===== config.mk =====
export PLATFORM = sky130hd
export DESIGN_NAME = axi_conv_sync_fifo
export DESIGN_NICKNAME = d
export VERILOG_FILES = /design/src/rtl/axi_conv_sync_fifo_pkg.sv /design/src/rtl/axi_conv_fifo_ram.sv /design/src/rtl/axi_conv_sync_fifo.sv
export SDC_FILE = /design/constraint.sdc
export NUM_CORES = 1
export LEC_CHECK = 0
export CAP_MARGIN = 20
export CORE_AREA = 5 5 353 493
export DETAILED_ROUTE_END_ITERATION = 8
export DIE_AREA = 0 0 358 498
export PLACE_DENSITY = 0.48
export SLEW_MARGIN = 20
export SYNTH_ARGS = -nofsm -noshare
export SYNTH_HDL_FRONTEND = slang
export SYNTH_SLANG_ARGS = --single-unit

===== constraint.sdc =====
create_clock -name clk -period 7.9 [get_ports clk]
set_clock_uncertainty 0.1 [all_clocks]
set_input_delay 1.58 -clock clk [delete_from_list [all_inputs] [get_ports clk]]
set_output_delay 1.58 -clock clk [all_outputs]
set_load 0.01 [all_outputs]

===== src/rtl/axi_conv_sync_fifo_pkg.sv =====
// Shared AXI convertor definitions: per-channel payload widths and pointer sizing.
package axi_conv_sync_fifo_pkg;

    localparam int AXI_AX_DATA_WIDTH = 64;
    localparam int AXI_W_DATA_WIDTH  = 64;
    localparam int AXI_R_DATA_WIDTH  = 64;
    localparam int AXI_B_DATA_WIDTH  = 8;

    // One extra bit beyond the memory index carries the wrap state.
    function automatic int ptr_width(input int addr_width);
        return addr_width + 1;
    endfunction

endpackage


===== src/rtl/axi_conv_fifo_ram.sv =====
// Simple dual-port RAM: synchronous write, registered read with read enable.
module axi_conv_fifo_ram
    import axi_conv_sync_fifo_pkg::*;
#(
    parameter int DATA_WIDTH = 64,
    parameter int ADDR_WIDTH = 4
) (
    input  logic                  clk,
    input  logic                  rst,
    input  logic                  wr_en,
    input  logic [ADDR_WIDTH-1:0] wr_addr,
    input  logic [DATA_WIDTH-1:0] wr_data,
    input  logic                  rd_en,
    input  logic [ADDR_WIDTH-1:0] rd_addr,
    output logic [DATA_WIDTH-1:0] rd_data
);

    localparam int DEPTH = 2 ** ADDR_WIDTH;

    logic [DATA_WIDTH-1:0] mem_r [DEPTH];
    logic [DATA_WIDTH-1:0] rd_data_r;

    // Write port; storage is deliberately left unreset so it maps onto block RAM.
    always_ff @(posedge clk) begin
        if (wr_en) begin
            mem_r[wr_addr] <= wr_data;
        end
    end

    // Read register holds its value between enabled reads.
    always_ff @(posedge clk or posedge rst) begin
        if (rst) begin
            rd_data_r <= {DATA_WIDTH{1'b0}};
        end else if (rd_en) begin
            rd_data_r <= mem_r[rd_addr];
        end else begin
            rd_data_r <= rd_data_r;
        end
    end

    assign rd_data = rd_data_r;

endmodule


===== src/rtl/axi_conv_sync_fifo.sv =====
// Single-clock payload FIFO feeding the holding-register controller; flags decode
// from registered pointers only, read data is registered with one-cycle latency.
module axi_conv_sync_fifo
    import axi_conv_sync_fifo_pkg::*;
#(
    parameter int DATA_WIDTH = AXI_W_DATA_WIDTH,
    parameter int ADDR_WIDTH = 4,
    parameter int AF_THRESH  = 12
) (
    input  logic                  clk,
    input  logic                  rst,
    input  logic                  wr_en,
    input  logic [DATA_WIDTH-1:0] wr_data,
    output logic                  full,
    output logic                  almost_full,
    input  logic                  rd_en,
    output logic [DATA_WIDTH-1:0] rd_data,
    output logic                  empty,
    output logic [ADDR_WIDTH:0]   count
);

    localparam int                PTR_W       = ptr_width(ADDR_WIDTH);
    localparam logic [PTR_W-1:0]  PTR_ONE     = PTR_W'(1);
    localparam logic [PTR_W-1:0]  AF_THRESH_C = PTR_W'(AF_THRESH);

    logic [PTR_W-1:0] wr_ptr_r;
    logic [PTR_W-1:0] rd_ptr_r;
    logic [PTR_W-1:0] count_s;
    logic             empty_s;
    logic             full_s;
    logic             wr_accept_s;
    logic             rd_accept_s;

    // Flags depend only on the pointers, never on the current requests.
    always_comb begin
        count_s = wr_ptr_r - rd_ptr_r;
        empty_s = (wr_ptr_r == rd_ptr_r);
        if ((wr_ptr_r[PTR_W-1] != rd_ptr_r[PTR_W-1]) &&
            (wr_ptr_r[PTR_W-2:0] == rd_ptr_r[PTR_W-2:0])) begin
            full_s = 1'b1;
        end else begin
            full_s = 1'b0;
        end
    end

    assign wr_accept_s = wr_en & ~full_s;
    assign rd_accept_s = rd_en & ~empty_s;

    // Pointer advance on accepted transfers; reset clears them without a clock.
    always_ff @(posedge clk or posedge rst) begin
        if (rst) begin
            wr_ptr_r <= {PTR_W{1'b0}};
            rd_ptr_r <= {PTR_W{1'b0}};
        end else begin
            if (wr_accept_s) begin
                wr_ptr_r <= wr_ptr_r + PTR_ONE;
            end else begin
                wr_ptr_r <= wr_ptr_r;
            end
            if (rd_accept_s) begin
                rd_ptr_r <= rd_ptr_r + PTR_ONE;
            end else begin
                rd_ptr_r <= rd_ptr_r;
            end
        end
    end

    axi_conv_fifo_ram #(
        .DATA_WIDTH (DATA_WIDTH),
        .ADDR_WIDTH (ADDR_WIDTH)
    ) u_ram (
        .clk     (clk),
        .rst     (rst),
        .wr_en   (wr_accept_s),
        .wr_addr (wr_ptr_r[PTR_W-2:0]),
        .wr_data (wr_data),
        .rd_en   (rd_accept_s),
        .rd_addr (rd_ptr_r[PTR_W-2:0]),
        .rd_data (rd_data)
    );

    assign empty       = empty_s;
    assign full        = full_s;
    assign count       = count_s;
    assign almost_full = (count_s >= AF_THRESH_C);

endmodule


[Word-level counts from Yosys, hierarchy flattened]
Memories as Yosys holds them, arrays and structs flattened. A register that Yosys moved wholly into a read port is not among the register bits.
Cells that the tools add are included.
Cells by class
  eq/ne operators: 3
  magnitude comparators: 1
  $add $sub $neg: 3
  mux-type cells: 3
  reductions and logical operators: 1
  bitwise operators: 4
Operators by type and width (count)
  $add A5 B1 Y5 const B: 2
  $eq A5 B5 Y1: 1
  $ge A5 B4 Y1 const B: 1
  $sub A5 B5 Y5: 1
  $eq A4 B4 Y1: 1
  $mux W1: 3
  $and A1 B1 Y1: 2
  $not A1 Y1: 2
  $logic_and A1 B1 Y1: 1
  $ne A1 B1 Y1: 1
Word-level totals
  bits in registers: 10
  logic and storage cells: 18
  input port bits: 68
  memory bits (writable): 1024
  output and inout bits: 72
  memories: 1
Memory list
  u_ram.mem_r: words 16, width 64, read ports 1, clocked after memory_dff 1, wr ports 1, RTL line axi_conv_fifo_ram.sv:20  | logic [DATA_WIDTH-1:0] mem_r [DEPTH];

[Longest topological paths before layout]
Gate-level depths: netlist of the first run.
  word-level depth: 7
  depth in mapped cells: 10
  gate-level depth less buffers: 8

[By module]
From an unflattened synthesis of the first run, not the netlist that was laid out.
Unflattened totals
  cells, all modules: 1791
  area, all modules: 42139.2 µm²
By module, submodules not included
  axi_conv_fifo_ram: times used 1, area an instance 41479.8 µm², cells each 1727, sequential area each 32351.0 µm²
  axi_conv_sync_fifo: times used 1, area an instance 659.4 µm², cells each 64, sequential area each 250.2 µm²

[Worst setup path before layout of the first run]
No wires, ideal clock.
  kind: input port to flip-flop
  start point: input port wr_en
  end point: memory u_ram.mem_r[3][0], enable pin
  library setup time: 0.565 ns
  stages: 4
  path buffers: 1
  required time: 7.235 ns
  path slack: 0.784 ns
  arrival time: 6.451 ns
  cells stage by stage: o21a_1 > clkbuf_1 > nand2_1 > nor3_1
Between the ends
  word-level cells in the longest chain between the ends: 3
Ends and longest elaborated chain
  from (decl): RTL line axi_conv_sync_fifo.sv:12  | input logic wr_en,
  $and A1 B1 Y1: RTL line axi_conv_sync_fifo.sv:46  | assign wr_accept_s = wr_en & ~full_s;
  $mux W1: RTL line axi_conv_fifo_ram.sv:25  | if (wr_en) begin
  $mux W1 (not written as such): RTL line axi_conv_fifo_ram.sv:26  | mem_r[wr_addr] <= wr_data;
  to (decl): RTL line axi_conv_fifo_ram.sv:20
Every way passes these cells.

[Worst setup path in the final report of the first run]
  start point: register rd_ptr_r[0]
  end point: output port almost_full
Between the ends
  word-level cells in the longest chain between the ends: 2
Ends and longest elaborated chain
  from (decl): RTL line axi_conv_sync_fifo.sv:27  | logic [PTR_W-1:0] rd_ptr_r;
  from (signal assigned): RTL line axi_conv_sync_fifo.sv:53  | rd_ptr_r <= {PTR_W{1'b0}};
  from (signal assigned): RTL line axi_conv_sync_fifo.sv:61  | rd_ptr_r <= rd_ptr_r + PTR_ONE;
  from (signal assigned): RTL line axi_conv_sync_fifo.sv:63  | rd_ptr_r <= rd_ptr_r;
  $sub A5 B5 Y5: RTL line axi_conv_sync_fifo.sv:36  | count_s = wr_ptr_r - rd_ptr_r;
  $ge A5 B4 Y1: RTL line axi_conv_sync_fifo.sv:85  | assign almost_full = (count_s >= AF_THRESH_C);
  to (decl): RTL line axi_conv_sync_fifo.sv:15  | output logic almost_full,
Every way passes these cells.

==> out/results.ini, run 1 <==
[floorplan]
io-pin-count=140
core_region_area_sq_um=169300
initial_utilization_pct=24.75
die_area_sq_um=178300
placementRows=179
chipHeight_microns=498
die_w_microns=358

[yosys]
post_synth.cell_area_avg_sq_um=18.96
post_synth_and_or_nand_nor_area_fraction_pct=1.054
yosys.area_share.xor_xnor_pct=0.2508
ys_async_sr_fraction_pct=6.740
synthCells=2210
synth_seq_area_share_pct=77.79
count_of_state_elements_after_synthesis=1098
synth.area.mux_share_pct=12.61
synth.distinct_cells=34
synth_enable_flop_cells=1024
netlist_area_sq_um=41910
main_flop_type_after_synthesis=sky130_fd_sc_hd__edfxtp_1
synthesized_area_fraction_occupied_by_ao_oa_aoi_and_oai_cells_pct=6.060
main_combinational_cell_family_by_area_after_synthesis=multiplexers
warnings_synthesis=0
adder_cell_share_of_the_synthesized_area_pct=0.3165
synth.net_count=2288

[power]
seq_power_share_pct=42.2
netSwitchingFraction_pct=31.55
clock_power_share_pct=28.6
p_switching_mw=5.613
pwr_density_cell_nw_per_um2=360.4
pwr-share-comb_pct=29.2
leakagePower_nw=16.24
p_int_mw=12.18
vdd.ir_drop.worst_mv=0.2488

[route]
dr_total_vias=20480
routed_wl_mm=105.8
wire_per_inst_microns=22.44
detail-route-antenna-nets=0
detail_route.vias_per_cell=4.342
drt_drc_violations_left=0
detailed_router_s_first_iteration_violation_count=1149
drt_first_pass_iters=5

[status]
run_status=complete, no violations

[timing]
post-route-min-period_ns=5.266
number_of_hold_violations_in_the_final_report=0
setup-violations-final=0
timing_max_transition_violations_final=0
setup_tns_ns=0
tightest_slew_ns=1.075
grt_setup_unrepaired=no
timing.slew.headroom_pct=28.35
period_utilization_pct=66.65
achievable-frequency_ghz=0.1899

[cts]
cts.sinks=1098
clock_latency_ns=0.71
cts.clk_slew.worst_paths_ns=0.06
post-cts-setup-buffer-count=0
tritoncts=yes
cts_htree_levels=3
post_cts.resized_instances=0
number_of_buffers_inserted_by_hold_repair_at_cts=0
clock-root-buffer=sky130_fd_sc_hd__clkbuf_16
cts_buffers=99
ctsLongestPathBuffers=3

[setup_path]
crit_path_start_kind=flop
cp_data_arrival_time_ns=3.59
worst-path-max-fanout=38
timing.setup.critical_path_class=reg2out
critical_path_required_ns=6.22
cp-end-kind=output pin

[placement]
dp.cells=4522
place.detailed.hpwl_mm=60.83
detailed_place.area_sq_um=45880
port_buffers=139
place_congestion=0.6950

[grt]
grt.total_usage_pct=11.63
grt_pass1_vias=21500
grt_overflow_total=0
grt_pass1_wl_mm=153.8
number_of_antenna_violations_at_the_first_check_in_global_routing=18
grt_max_degree=109

[finish]
finalNetCount=2440
final_layout_size_suffix_gt1_share_pct=11.60
regArea_sq_um=32610
fillCellCount=16700
multi_input_area_sq_um=8642
final_design_area_no_fill_sq_um=49360
fin_cells=4717
area_added_between_synthesis_and_finish_pct=17.78

[run]
cap_violations=0

[min_path]
min-delay-path-class=reg2reg

kinds of logic after synthesis:
logic type                 count (synthesis)
and+or+nand+nor                          105
muxes                                    448
buffers and inverters                    144
DFF                                     1098
AOI/OAI and AO/OA                        393
xor gates and xnor gates                  12
adders and majority gates                 10
sequential cells by signal, summed over array words and instances, names as in the netlist:
register	cells
wr_ptr_r	5
u_ram.rd_data	64
u_ram.mem_r	1024
rd_ptr_r	5
layer usage:
metal | vias to the layer above | wire [microns] | GRT usage [%]
met2 | 336 | 51930 | 19.47
met3 | 127 | 5082 | 2.756
met1 | 10750 | 46900 | 15.24
met4 | 24 | 1742 | 2.859
met5 | - | 169 | 0
li1 | 9245 | - | -
path summary, 6_finish.rpt:
path / cells after the start / start / slack, ns / endpoint
worst min-delay path: 2 / u_ram.rd_data[1] / 0.43 / u_ram.rd_data[1]
worst min register to register: 2 / u_ram.rd_data[1] / 0.43 / u_ram.rd_data[1]
min in group asynchronous: 2 / rst / 1.22 / u_ram.rd_data[20]
max in group asynchronous: 3 / rst / 5.28 / u_ram.rd_data[4]
worst max-delay path: 8 / rd_ptr_r[0] / 2.63 / almost_full
worst max register to register: 7 / rd_ptr_r[2] / 3.56 / u_ram.mem_r[11][33]
critical path, cell delays in order, from the launching register on:
cell	delay, ns
sky130_fd_sc_hd__dfrtp_4	0.92
sky130_fd_sc_hd__ha_1	0.29
sky130_fd_sc_hd__inv_1	0.06
sky130_fd_sc_hd__fa_1	0.39
sky130_fd_sc_hd__a21o_1	0.20
sky130_fd_sc_hd__a21oi_1	0.16
sky130_fd_sc_hd__xnor2_1	0.10
sky130_fd_sc_hd__o31ai_1	0.12
sky130_fd_sc_hd__clkdlybuf4s50_1	0.61
power by group through the flow:
stage / Clock, mW / Combinational (mW) / Sequential, mW
after floorplan: 0 / 3.44 / 7.52
after global placement: 0 / 5.33 / 7.63
after detailed placement: 0 / 5.33 / 7.65
after CTS: 5.25 / 5.35 / 7.53
after global routing: 5.46 / 5.62 / 7.59
final: 5.08 / 5.20 / 7.51
per-stage QoR:
step	total power, mW	hold slack, ns	setup slack (ns)	util (%)
after CTS	18.13	0.4357	2.488	29.13
final	17.79	0.4278	2.634	29.15
after global placement	12.97	0.4150	2.976	27.10
after detailed placement	12.98	0.4219	2.983	27.10
after global routing	18.67	0.4460	2.383	29.15
after floorplan	10.96	0.4016	0.7842	-
cell type report:
cell class,count,area share (%)
clock inverter,47,1.290
antenna,7,0.03549
sequential,1098,66.07
clock buffer,140,5.698
timing repair buffer,183,3.564
tap,2262,5.733
multi-input combinational,968,17.51
inverter,12,0.1065
cells in the final DEF (no fill, tap or decap), drive strengths merged, types with 2 or more instances in the layout:
cell type / instances
nand3b: 2
inv: 16
a21oi: 129
xnor2: 10
edfxtp: 1024
nand2: 8
mux2i: 384
o22ai: 128
nand2b: 2
dfrtp: 74
a2bb2oi: 64
a211oi: 64
nand4: 5
nor2b: 2
clkinv: 28
o21ai: 3
ha: 9
nor3: 4
mux4: 64
nor2: 79
xor2: 2
bufinv: 13
clkinvlp: 2
clkbuf: 140
o21a: 2
diode: 7
buf: 44
clkdlybuf4s50: 139
cell usage after synthesis, types with 12 or more instances:
| cell | n | share of area [%] |
|---|---|---|
| sky130_fd_sc_hd__a211oi_1 | 64 | 1.1 |
| sky130_fd_sc_hd__a21oi_1 | 129 | 1.5 |
| sky130_fd_sc_hd__a2bb2oi_1 | 64 | 1.3 |
| sky130_fd_sc_hd__buf_2 | 22 | 0.26 |
| sky130_fd_sc_hd__buf_4 | 39 | 0.70 |
| sky130_fd_sc_hd__buf_6 | 12 | 0.32 |
| sky130_fd_sc_hd__clkbuf_1 | 58 | 0.52 |
| sky130_fd_sc_hd__dfrtp_1 | 74 | 4.4 |
| sky130_fd_sc_hd__edfxtp_1 | 1024 | 73 |
| sky130_fd_sc_hd__inv_1 | 12 | 0.11 |
| sky130_fd_sc_hd__mux2i_1 | 384 | 9.2 |
| sky130_fd_sc_hd__mux4_2 | 64 | 3.4 |
| sky130_fd_sc_hd__nor2_1 | 78 | 0.70 |
| sky130_fd_sc_hd__o22ai_1 | 128 | 1.9 |
Power figures use the tool's default switching activity.
==> run 2: changes to the inputs <==
--- a/config.mk
+++ b/config.mk
@@ -9,7 +9,7 @@
 export CORE_AREA = 5 5 353 493
 export DETAILED_ROUTE_END_ITERATION = 8
 export DIE_AREA = 0 0 358 498
-export PLACE_DENSITY = 0.48
+export PLACE_DENSITY = 0.49
 export SLEW_MARGIN = 20
 export SYNTH_ARGS = -nofsm -noshare
 export SYNTH_HDL_FRONTEND = slang
==> constraint.sdc (replaced) <==
create_clock -name clk -period 4.34 [get_ports clk]
set_clock_uncertainty 0.1 [all_clocks]
set_input_delay 0.868 -clock clk [delete_from_list [all_inputs] [get_ports clk]]
set_output_delay 0.868 -clock clk [all_outputs]
set_load 0.01 [all_outputs]
==> run 2 against run 1 <==
Final cell count rose by 1.2%. Wire length rose by 6.6%. Worst hold slack lost 0.0069 ns. Count of clock-buffer cells in the layout increased by 18. Largest cell class unchanged.
==> out/results.ini, run 2 (synthesis results as in run 1) <==
[status]
run_status=complete, no violations

[timing]
hold_slack_ns=0.4209
timing_max_transition_violations_final=0
tightest_slew_ns=1.209
post-route-min-period_ns=4.119
grt_setup_unrepaired=no
period_utilization_pct=94.92
setup_tns_ns=0
achievable-frequency_ghz=0.2428
timing.slew.headroom_pct=19.43
number_of_hold_violations_in_the_final_report=0
setup-violations-final=0

[run]
cap_violations=0

[power]
total_power_mw=33.53
leakagePower_nw=16.71
pwr_density_cell_nw_per_um2=665.2
vdd.ir_drop.worst_mv=0.5730

[route]
detail_route.vias_per_cell=4.419
routed_wl_mm=112.9
detail-route-antenna-nets=0
drt_first_pass_iters=5
dr_total_vias=21100
drt_drc_violations_left=0
detailed_router_s_first_iteration_violation_count=1380
wire_per_inst_microns=23.64

[cts]
number_of_buffers_inserted_by_hold_repair_at_cts=0
clock-root-buffer=sky130_fd_sc_hd__clkbuf_16
cts.clk_slew.worst_paths_ns=0.06
tritoncts=yes
cts.sinks=1098
clock_latency_ns=0.71
cts_buffers=115
post_cts.resized_instances=0
ctsLongestPathBuffers=3
cts_htree_levels=3
post-cts-setup-buffer-count=0

[setup_path]
crit_path_start_kind=flop
timing.setup.critical_path_class=reg2out
worst-path-max-fanout=9
cp_data_arrival_time_ns=3.15
cp-end-kind=output pin
critical_path_required_ns=3.37

[floorplan]
initial_utilization_pct=24.75
chipHeight_microns=498
placementRows=179
io-pin-count=140
die_area_sq_um=178300
core_region_area_sq_um=169300
die_w_microns=358

[finish]
final_design_area_no_fill_sq_um=50410
max_reg_flops=1024
fillCellCount=16680
mostFrequentLayoutCell=sky130_fd_sc_hd__edfxtp_1
finalNetCount=2489
area_added_between_synthesis_and_finish_pct=20.28
top_register=u_ram.mem_r
final_layout_size_suffix_gt1_share_pct=13.55
final_core_util_pct=29.77
mostFrequentLayoutCells=sky130_fd_sc_hd__edfxtp_1 (1024), sky130_fd_sc_hd__mux2i_1 (384), sky130_fd_sc_hd__clkdlybuf4s50_1 (139)

[grt]
grt_max_degree=121
grt_pass1_wl_mm=160.8
number_of_antenna_violations_at_the_first_check_in_global_routing=18
grt_pass1_vias=21810
grt.total_usage_pct=12.35
grt_overflow_total=0

[placement]
port_buffers=139
place_congestion=0.7006
detailed_place.area_sq_um=46560
place.detailed.hpwl_mm=62.79

[min_path]
min-delay-path-class=reg2reg

[run 2: changes by cell type in the layout (fill, tap and decap cells not counted), sizes merged]
cell	before	now
clkbuf	140	158
buf	44	77
diode	7	2
clkinvlp	2	4
bufinv	13	14
clkinv	28	36
[run 2: power breakdown]
| part | switching [mW] | total (mW) | internal (mW) |
|---|---|---|---|
| logic | 5.85 | 10.0 | 4.15 |
| clock network | 4.06 | 9.98 | 5.93 |
| registers | 0.603 | 13.5 | 12.9 |
[run 2: area by class of cell]
type	count	area [sq um]	area share, %
Sequential cell	1098	32610	64.70
Multi-Input combinational cell	968	8667	17.19
Clock buffer	158	3169	6.287
Tap cell	2262	2830	5.614
Timing Repair Buffer	216	2395	4.751
Clock inverter	58	678.2	1.345
Inverter	12	52.55	0.1042
Antenna cell	2	5.005	0.009928
[run 2: critical path, cell delays in order, from the launching register on]
cell	delay (ns)
sky130_fd_sc_hd__dfrtp_4	0.56
sky130_fd_sc_hd__ha_1	0.21
sky130_fd_sc_hd__inv_1	0.05
sky130_fd_sc_hd__fa_1	0.40
sky130_fd_sc_hd__a21o_1	0.20
sky130_fd_sc_hd__a21oi_1	0.17
sky130_fd_sc_hd__xnor2_1	0.11
sky130_fd_sc_hd__o31ai_1	0.13
sky130_fd_sc_hd__clkdlybuf4s50_1	0.61
[run 2: final timing paths]
kind / start / to / slack [ns] / cells past startpoint
setup / recovery: rd_ptr_r[0] / almost_full / 0.22 / 8
hold / removal: u_ram.rd_data[44] / u_ram.rd_data[44] / 0.42 / 2
setup reg to reg: wr_ptr_r[2] / u_ram.mem_r[14][25] / 0.89 / 6
hold reg to reg: u_ram.rd_data[44] / u_ram.rd_data[44] / 0.42 / 2
max in group asynchronous: rst / rd_ptr_r[3] / 2.67 / 3
min in group asynchronous: rst / u_ram.rd_data[12] / 0.52 / 2
[run 2: stage by stage]
stage | worst slack (ns) | std cells
after floorplan | -0.8762 | 2210
final | 0.2206 | 4774
after detailed placement | 0.8516 | 4556
after global placement | 0.8102 | 4556
after CTS | 0.06422 | 4772
after global routing | 0.02550 | 4774
[run 2: routing by layer]
layer	vias to the layer above	wire, microns	part of all wire (%)	track usage [%]
li1	9363	-	-	-
met1	11100	48890	43	16.20
met2	454	56460	50	21.13
met3	163	4884	4.3	2.218
met4	18	2492	2.2	3.184
met5	-	123	0.11	0
==> run 3: changes to the inputs <==
--- a/config.mk
+++ b/config.mk
@@ -5,10 +5,12 @@
 export SDC_FILE = /design/constraint.sdc
 export NUM_CORES = 1
 export LEC_CHECK = 0
+export ABC_CLOCK_PERIOD_IN_PS = 4340
 export CAP_MARGIN = 20
 export CORE_AREA = 5 5 353 493
 export DETAILED_ROUTE_END_ITERATION = 8
 export DIE_AREA = 0 0 358 498
+export GPL_TIMING_DRIVEN = 0
 export PLACE_DENSITY = 0.49
 export SLEW_MARGIN = 20
 export SYNTH_ARGS = -nofsm -noshare
==> run 3 against run 2 <==
Die area unchanged. Clock power decreased by 0.8%. Maximum frequency down 2.4%. Highest routed layer unchanged. Largest cell class unchanged. Total power is 2.4% higher. Wire length grew 3.9%.
==> out/results.ini, run 3 (synthesis results as in run 1) <==
[grt]
grt_pass1_vias=22590
grt_pass1_wl_mm=166.7
number_of_antenna_violations_at_the_first_check_in_global_routing=15
grt.total_usage_pct=12.88
grt_max_degree=45
grt_overflow_total=0

[finish]
area_added_between_synthesis_and_finish_pct=23.12
final_core_util_pct=30.48
finalNetCount=2612
max_reg_flops=1024
fillCellCount=16580
fin_cells=4898
top_register=u_ram.mem_r
regArea_sq_um=32600
mostFrequentLayoutCells=sky130_fd_sc_hd__edfxtp_1 (1024), sky130_fd_sc_hd__mux2i_1 (384), sky130_fd_sc_hd__clkdlybuf4s50_1 (139)
multi_input_area_sq_um=8645
final_layout_size_suffix_gt1_share_pct=15.39
mostFrequentLayoutCell=sky130_fd_sc_hd__edfxtp_1

[setup_path]
cp-end-kind=output pin
reg2reg_slack_ns=0.45
critical_path_required_ns=3.37
timing.setup.critical_path_class=reg2out
worst-path-max-fanout=18
crit_path_start_kind=flop
cp_data_arrival_time_ns=3.25

[placement]
worst_slack_at_placement_ns=-0.3412
place_congestion=0.6978
dp.cells=4682
port_buffers=139
place.detailed.hpwl_mm=78.62

[route]
routed_wl_mm=117.3
detailed_router_s_first_iteration_violation_count=1681
wire_per_inst_microns=23.95
detail_route.vias_per_cell=4.395
detail-route-antenna-nets=0
drt_first_pass_iters=5
drt_drc_violations_left=0
dr_total_vias=21530

[cts]
clock_latency_ns=0.70
cts_htree_levels=3
tritoncts=yes
ctsLongestPathBuffers=3
cts.sinks=1098
clock-root-buffer=sky130_fd_sc_hd__clkbuf_16
cts_buffers=112
number_of_buffers_inserted_by_hold_repair_at_cts=0
cts.clk_slew.worst_paths_ns=0.07

[timing]
layout_setup_ws_ns=0.1204
timing.slew.headroom_pct=32.54
hold_slack_ns=0.4277
setup-violations-final=0
tightest_slew_ns=1.012
number_of_hold_violations_in_the_final_report=0
timing_max_transition_violations_final=0
setup_tns_ns=0
period_utilization_pct=97.23
post-route-min-period_ns=4.220
achievable-frequency_ghz=0.2370
grt_setup_unrepaired=no

[floorplan]
placementRows=179
core_region_area_sq_um=169300
io-pin-count=140
chipHeight_microns=498
die_w_microns=358
die_area_sq_um=178300
initial_utilization_pct=24.75

[run]
cap_violations=0

[power]
vdd.ir_drop.worst_mv=0.3420
leakagePower_nw=17.26
pwr_density_cell_nw_per_um2=665.7

[min_path]
min-delay-path-class=in2async

[status]
run_status=complete, no violations

## run 3: worst paths after layout
kind,startpoint,end,depth (start not counted)
worst max-delay path,rd_ptr_r[1],almost_full,8
worst min-delay path,rst,u_ram.rd_data[11],2
worst max register to register,rd_ptr_r[3],u_ram.mem_r[0][24],11
worst min register to register,u_ram.rd_data[43],u_ram.rd_data[43],2
max in group asynchronous,rst,u_ram.rd_data[49],3
min in group clk,u_ram.rd_data[43],u_ram.rd_data[43],2
## run 3: report_power, final
group          switching, mW  total [mW]  internal (mW)
logic                   6.56        11.1           4.52
clock network           4.12        9.90           5.78
registers              0.453        13.4           12.9
## run 3: stage by stage
stage	cell area [sq um]	power (mW)
after global placement	46160	24.63
after floorplan	41940	19.93
after detailed placement	47750	24.94
after global routing	51590	35.89
final	51600	34.35
after CTS	51540	34.87
## run 3: critical path, cell delays in order, from the launching register on
cell and delay (ns):
sky130_fd_sc_hd__dfrtp_1 0.40, sky130_fd_sc_hd__buf_12 0.22, sky130_fd_sc_hd__inv_1 0.16, sky130_fd_sc_hd__ha_1 0.34, sky130_fd_sc_hd__nor2b_1 0.14, sky130_fd_sc_hd__o21ai_0 0.22, sky130_fd_sc_hd__a21boi_0 0.16, sky130_fd_sc_hd__o31ai_1 0.32
sky130_fd_sc_hd__clkdlybuf4s50_1 0.61
## run 3: per-layer routing
layer,GRT usage [%],wire (microns)
met1,16.17,48490
met2,22.76,59930
met3,2.617,6785
met4,3.078,2066
met5,0,40
## run 3: timing repair
item                                   4_1_cts  5_1_grt
buffers inserted                             0        3
resized for setup                            1        3
setup endpoints to repair                  341        2
pin swaps                                    0        1
endpoints found under the hold margin        0        0
## run 3: cell type report
type                    count  area share (%)
clock buffers             146           5.873
well taps                2262           5.485
plain buffers             129           1.469
flip-flops and latches   1098           63.18
clock inverters            65           1.484
multi-input cells         968           16.75
repair buffers            213           5.616
diodes                      5         0.02425
inverters                  12          0.1140
